$ cat src/rtl/multicycle_core.sv
// Multicycle MIPS-subset core (ADD/SUB/AND/OR/SRL, LW/SW, BEQ; J when MULTICYCLE_CORE_JUMP_EN is defined).
// Latency: BEQ/J 3 cycles, R-type/SW 4, LW 5, plus one cycle per memory wait state.
// Backpressure: mem_req held with stable addr/we/wdata until mem_ready; TIMEOUT wait cycles halt the core.
module multicycle_core #(
    parameter int unsigned       ADDR_W   = 32,
    parameter logic [ADDR_W-1:0] RESET_PC = '0,
    parameter int unsigned       TIMEOUT  = 16
) (
    input  logic              clk,
    input  logic              rst_n,
    output logic              mem_req,
    output logic              mem_we,
    output logic [ADDR_W-1:0] mem_addr,
    output logic [31:0]       mem_wdata,
    input  logic [31:0]       mem_rdata,
    input  logic              mem_ready,
    output logic [ADDR_W-1:0] pc_out,
    output logic              retire,
    output logic              halted,
    output logic [1:0]        err_code
);

    typedef enum logic [2:0] {FETCH, DECODE, EXEC, MEM, WB, HALT} state_t;

    localparam logic [5:0] OP_R   = 6'b000000;
    localparam logic [5:0] OP_J   = 6'b000010;
    localparam logic [5:0] OP_BEQ = 6'b000100;
    localparam logic [5:0] OP_LW  = 6'b100011;
    localparam logic [5:0] OP_SW  = 6'b101011;
    localparam logic [5:0] F_ADD  = 6'b100000;
    localparam logic [5:0] F_SUB  = 6'b100010;
    localparam logic [5:0] F_AND  = 6'b100100;
    localparam logic [5:0] F_OR   = 6'b100101;
    localparam logic [5:0] F_SRL  = 6'b000010;
    localparam logic [7:0] WAIT_LAST = 8'(TIMEOUT - 1);

    state_t            state_q, state_d;
    logic [ADDR_W-1:0] pc_q, pc_d, pc4, br_tgt;
    logic [31:0]       ir_q, ir_d, a_q, a_d, b_q, b_d, imm_q, imm_d;
    logic [31:0]       alu_q, alu_d, mdr_q, mdr_d, alu_res, pc4_w, br_sum;
    logic [7:0]        wait_q, wait_d;
    logic [1:0]        err_q, err_d;
    logic              run_q, run_d;
    logic [31:0]       rf_q [32];
    logic [31:0]       rf_d [32];
    logic              legal;

    logic [5:0] opcode, funct;
    logic [4:0] rs, rt, rd, shamt;
    assign opcode = ir_q[31:26];
    assign rs     = ir_q[25:21];
    assign rt     = ir_q[20:16];
    assign rd     = ir_q[15:11];
    assign shamt  = ir_q[10:6];
    assign funct  = ir_q[5:0];

    assign pc4    = pc_q + ADDR_W'(4);
    assign pc4_w  = 32'(pc4);
    assign br_sum = pc4_w + {imm_q[29:0], 2'b00};
    assign br_tgt = br_sum[ADDR_W-1:0];

`ifdef MULTICYCLE_CORE_JUMP_EN
    logic [31:0]       j_full;
    logic [ADDR_W-1:0] j_tgt;
    assign j_full = {pc4_w[31:28], ir_q[25:0], 2'b00};
    assign j_tgt  = j_full[ADDR_W-1:0];
`endif

    always_comb begin
        legal = 1'b0;
        case (opcode)
            OP_R:                  legal = funct inside {F_ADD, F_SUB, F_AND, F_OR, F_SRL};
            OP_LW, OP_SW, OP_BEQ:  legal = 1'b1;
`ifdef MULTICYCLE_CORE_JUMP_EN
            OP_J:                  legal = 1'b1;
`endif
            default:               legal = 1'b0;
        endcase
    end

    // Non-R opcodes reaching the ALU are LW/SW, which need rs + sext(imm).
    always_comb begin
        alu_res = a_q + imm_q;
        if (opcode == OP_R) begin
            case (funct)
                F_SUB:   alu_res = a_q - b_q;
                F_AND:   alu_res = a_q & b_q;
                F_OR:    alu_res = a_q | b_q;
                F_SRL:   alu_res = b_q >> shamt;
                default: alu_res = a_q + b_q;
            endcase
        end
    end

    always_comb begin
        state_d   = state_q;
        pc_d      = pc_q;
        ir_d      = ir_q;
        a_d       = a_q;
        b_d       = b_q;
        imm_d     = imm_q;
        alu_d     = alu_q;
        mdr_d     = mdr_q;
        wait_d    = '0;
        err_d     = err_q;
        run_d     = 1'b1;
        rf_d      = rf_q;
        mem_req   = 1'b0;
        mem_we    = 1'b0;
        mem_addr  = pc_q;
        mem_wdata = b_q;
        retire    = 1'b0;

        case (state_q)
            FETCH: begin
                mem_req = run_q;
                if (run_q && mem_ready) begin
                    ir_d    = mem_rdata;
                    state_d = DECODE;
                end
            end
            DECODE: begin
                a_d   = rf_q[rs];
                b_d   = rf_q[rt];
                imm_d = {{16{ir_q[15]}}, ir_q[15:0]};
                if (legal) begin
                    state_d = EXEC;
                end else begin
                    state_d = HALT;
                    err_d   = 2'b01;
                end
            end
            EXEC: begin
                alu_d = alu_res;
                case (opcode)
                    OP_BEQ: begin
                        retire  = 1'b1;
                        pc_d    = (a_q == b_q) ? br_tgt : pc4;
                        state_d = FETCH;
                    end
`ifdef MULTICYCLE_CORE_JUMP_EN
                    OP_J: begin
                        retire  = 1'b1;
                        pc_d    = j_tgt;
                        state_d = FETCH;
                    end
`endif
                    OP_LW, OP_SW: state_d = MEM;
                    default:      state_d = WB;
                endcase
            end
            MEM: begin
                mem_req  = 1'b1;
                mem_we   = (opcode == OP_SW);
                mem_addr = alu_q[ADDR_W-1:0];
                if (mem_ready) begin
                    if (opcode == OP_SW) begin
                        retire  = 1'b1;
                        pc_d    = pc4;
                        state_d = FETCH;
                    end else begin
                        mdr_d   = mem_rdata;
                        state_d = WB;
                    end
                end
            end
            WB: begin
                retire  = 1'b1;
                pc_d    = pc4;
                state_d = FETCH;
                if (opcode == OP_R) begin
                    if (rd != 5'd0) rf_d[rd] = alu_q;
                end else if (rt != 5'd0) begin
                    rf_d[rt] = mdr_q;
                end
            end
            default: ;
        endcase

        // Timeout overrides whatever the state wanted; the request drops next cycle.
        if (mem_req && !mem_ready) begin
            wait_d = wait_q + 8'd1;
            if (wait_q == WAIT_LAST) begin
                wait_d  = '0;
                state_d = HALT;
                err_d   = 2'b10;
            end
        end
    end

    always_ff @(posedge clk or negedge rst_n) begin
        if (!rst_n) begin
            state_q <= FETCH;
            pc_q    <= RESET_PC;
            ir_q    <= '0;
            a_q     <= '0;
            b_q     <= '0;
            imm_q   <= '0;
            alu_q   <= '0;
            mdr_q   <= '0;
            wait_q  <= '0;
            err_q   <= 2'b00;
            run_q   <= 1'b0;
        end else begin
            state_q <= state_d;
            pc_q    <= pc_d;
            ir_q    <= ir_d;
            a_q     <= a_d;
            b_q     <= b_d;
            imm_q   <= imm_d;
            alu_q   <= alu_d;
            mdr_q   <= mdr_d;
            wait_q  <= wait_d;
            err_q   <= err_d;
            run_q   <= run_d;
        end
    end

    always_ff @(posedge clk or negedge rst_n) begin
        if (!rst_n) begin
            for (int i = 0; i < 32; i++) rf_q[i] <= '0;
        end else begin
            for (int i = 0; i < 32; i++) rf_q[i] <= rf_d[i];
        end
    end

    assign pc_out   = pc_q;
    assign halted   = (state_q == HALT);
    assign err_code = err_q;

endmodule

$ cat config.mk
export PLATFORM = sky130hd
export DESIGN_NAME = multicycle_core
export DESIGN_NICKNAME = d
export VERILOG_FILES = /design/src/rtl/multicycle_core.sv
export SDC_FILE = /design/constraint.sdc
export NUM_CORES = 2
export LEC_CHECK = 0
export ABC_CLOCK_PERIOD_IN_PS = 3440
export BUFFER_PORTS_ARGS = -buffer_cell sky130_fd_sc_hd__buf_4
export CAP_MARGIN = 0
export CORE_ASPECT_RATIO = 1.4
export CORE_MARGIN = 2
export CORE_UTILIZATION = 58
export DETAILED_ROUTE_END_ITERATION = 8
export PLACE_DENSITY_LB_ADDON = 0.2
export SLEW_MARGIN = 20
export SYNTH_ARGS = -nofsm -noshare
export SYNTH_HDL_FRONTEND = slang
export SYNTH_SLANG_ARGS = --single-unit
$ cat constraint.sdc
create_clock -name clk -period 3.44 [get_ports clk]
set_input_delay 0.172 -clock clk [delete_from_list [all_inputs] [get_ports clk]]
set_output_delay 0.172 -clock clk [all_outputs]
set_load 0.1 [all_outputs]
==> metrics.txt <==
share of post-route cells with drive strength above 1 0.2574; fin cells 10260; H-tree depth 3; mean post-synth cell area 9.927 sq um; failing checks negative setup slack; full die area roughly 0.14 sq mm; R2R Path End pc_out[31]; Post-DP HPWL around 250000 microns; Leak Pwr around 38 nW; Adder-Cell Fraction of Synth Area 0.02627; DRT Wirelength 380300 microns; I/O pins between 100 and 150; FF-to-FF path depth 18; FMAX about 0.26 GHz; fraction of synthesized area in multiplexers 0.2027; CP Launch Type flip-flop; Core ar. about 0.14 sq mm; pwr/cell area roughly 320 mW/mm^2; Die W between 300 and 400 microns; compound-cell area share of the yosys netlist 0.2233; status finished, violations left; max-cap viol count 0; Setup violations, final 11; min-delay src mem_rdata[1]; clock tree sinks 1244; top cell type's share of synthesized area 0.3836; Worst Hold End ir_q[1]; PortBufs between 100 and 150; RSZ-0062 raised after global routing yes; post-synthesis xor/xnor area fraction 0.01079; DR pass1 iterations 7; main flop type after synthesis dfrtp_1; EDFF count, synth 0; post-synthesis cell area between 0.08 and 0.09 sq mm; area leader, netlist dfrtp_1; Total Neg Setup Slack -2.562 ns; CP Capture Type flip-flop; worst hold stages 3; cell count after synthesis around 8200; global-route wire length before repair 541700 microns; vias in the first global route between 70000 and 80000; normalized max-slew margin 0.09989; Min Hold Slack 0.1255 ns; largest net degree at the start of global routing ~130; Final Skew between 0.04 and 0.05 ns; Reg clk slew, reported paths approximately 0.070 ns; Final Critical Period about 3.9 ns; Yosys warning total 0; Num CTS Buffers between 100 and 150; chip height around 450 microns; cell row count 162; met1 GRT Util 0.5708; CTS tree done; initial DRC count 11730; largest family of logic cells by synthesized area compound AO/OA/AOI/OAI gates; Layout area overhead 15.80%; # fillers around 11000; fin worst setup slack -0.4196 ns; fin crit share 1.122; drt wl/cell 37.07 microns; initial core utilization 0.5836; GRT Max-Usage Layer met2; top cells by area, synth dfrtp_1 (38%), mux4_2 (17%), a22oi_1 (9.5%); cell with the most instances after synthesis nor2_1; Final Hold Vio Count 0; Max rail drop VDD 0.4653 mV; routed vias 78850; critical path fanouts, max 3; Post-DP Area a little under 0.09 sq mm; RR Startpoint pc_out[5]; Slew Viols, Final 0; DRC violations left 0; gr usage total 0.5301; Design Power ~30 mW; final net count 8519; simple-gate share of the synthesized area 0.09881; Vias/cell slightly below 8; Finished Core Util 0.6759; Yosys cell types 99; Detail Route Antenna Nets 0; Worst R2R Setup Slack -0.42 ns; data required time of the worst path between 4 and 5 ns; Yosys reg bits between 1000 and 1500; clock buffer depth 3; Final Cell Area approximately 0.094 sq mm; sequential share of the synthesized area 0.3836; WP data arrival ~4.6 ns; HP Class input pin to flip-flop; antenna violations before repair 29; CTS root buf clkbuf_16; DP Worst Slack -0.4792 ns; critical path class flip-flop to flip-flop; slew at the pin closest to its max-slew limit between 1 and 1.5 ns; RePlAce Congestion approximately 1.0; met2 usage 0.7812; routing usage on met3 0.2147; placed cells between 9000 and 10000; clk_lat worst skew between 0.8 and 0.9 ns; async set or reset register ratio after synthesis 1.000; most frequent cells after synthesis nor2_1 (1286), a21oi_1 (1251), dfrtp_1 (1244); global route total overflow 0
how the worst max path moves through the flow:
stage / from / endpoint / cells after the start
after CTS: pc_out[5] / pc_out[31] / 20
after floorplan: pc_out[4] / pc_out[31] / 18
after detailed placement: pc_out[5] / pc_out[31] / 17
after global routing: pc_out[5] / pc_out[31] / 18
final: pc_out[5] / pc_out[31] / 18
after global placement: pc_out[5] / pc_out[31] / 17
routing by layer:
metal  wire (microns)  vias up
met1           114400    38110
met3            52210     2558
li1                 -    30860
met4            47740       23
met2           165700     7295
met5              229        -
where the power goes:
group          switching (mW)  leakage, nW  internal, mW  total, mW
Combinational           0.377         18.6        0.0925      0.469
Clock                    6.56         2.07          8.12       14.7
Sequential           0.000267         17.3          14.6       14.6
area by class of cell:
class / instances / area [sq um] / area share
diodes: 35 / 87.58 / 0.0009320
clock buffers: 173 / 3575 / 0.03804
clock inverters: 53 / 655.6 / 0.006976
inverters: 118 / 449.2 / 0.004780
multi-input cells: 5865 / 46660 / 0.4965
flip-flops and latches: 1244 / 31220 / 0.3323
well taps: 1804 / 2257 / 0.02402
repair buffers: 967 / 9071 / 0.09653
registers in the layout, summed over array words and instances (netlist names):
register	count
wait_q	8
rf_q	1024
mem_wdata	32
run_q	1
ir_q	32
mdr_q	32
err_code	2
pc_out	30
state_q	3
imm_q	16
alu_q	32
a_q	32
critical path, stage by stage, from the launching register on:
cell and delay [ns]:
dfrtp_4 0.49, nand3_4 0.10, nor2_4 0.04, and2_4 0.16, and3_4 0.18, and3_4 0.18
and3_4 0.18, xor2_2 0.15, ha_1 0.31, and3_4 0.19, and4_1 0.20, a22oi_1 0.09
buf_4 0.19, a21bo_4 0.24, a31oi_4 0.23, a31oi_4 0.14, mux2i_1 0.16, or4_1 0.43
nand3_2 0.09
cell families (layout without fill, tap and decap cells):
kind of cell / after synthesis / count (layout)
AOI/OAI and AO/OA: 2832 / 2832
buffers and inverters: 1067 / 1311
xor gates and xnor gates: 100 / 100
DFF: 1244 / 1244
muxes: 840 / 840
other: 2 / 38
and+or+nand+nor: 1922 / 1922
adders and majority gates: 168 / 168
layout by cell type (no fill, tap or decap), drive strengths merged, types with 8 or more instances in the layout:
cell	synthesis	layout
a211oi	26	26
nor3	45	45
xor2	36	36
nand2b	41	41
a21oi	1280	1280
inv	116	120
nor4	18	18
mux4	630	630
nand3	55	55
o211ai	28	28
mux2	129	129
nor2	1287	1287
a22o	8	8
nand4	22	22
nand2	303	303
clkinvlp	0	10
and3	20	20
o31ai	14	14
and2	74	74
o21bai	15	15
dfrtp	1244	1244
o221ai	11	11
ha	164	164
clkinv	2	29
o21a	15	15
clkbuf	662	173
bufinv	0	12
o22ai	30	30
dlygate4sd3	0	35
a21o	42	42
diode	0	35
a22oi	1026	1026
o21ai	182	182
a221o	11	11
xnor2	64	64
buf	287	932
mux2i	81	81
a221oi	39	39
nor2b	19	19
a31oi	44	44
repair_timing:
item | CTS | global route
hold buffers | 34 | 1
setup endpoints to repair | 22 | 35
endpoints found under the hold margin | 431 | 11
resized for setup | 43 | 82
setup buffers | 13 | 13
pin swaps | 32 | 42
No activity file was read; power rests on OpenSTA's default activity.
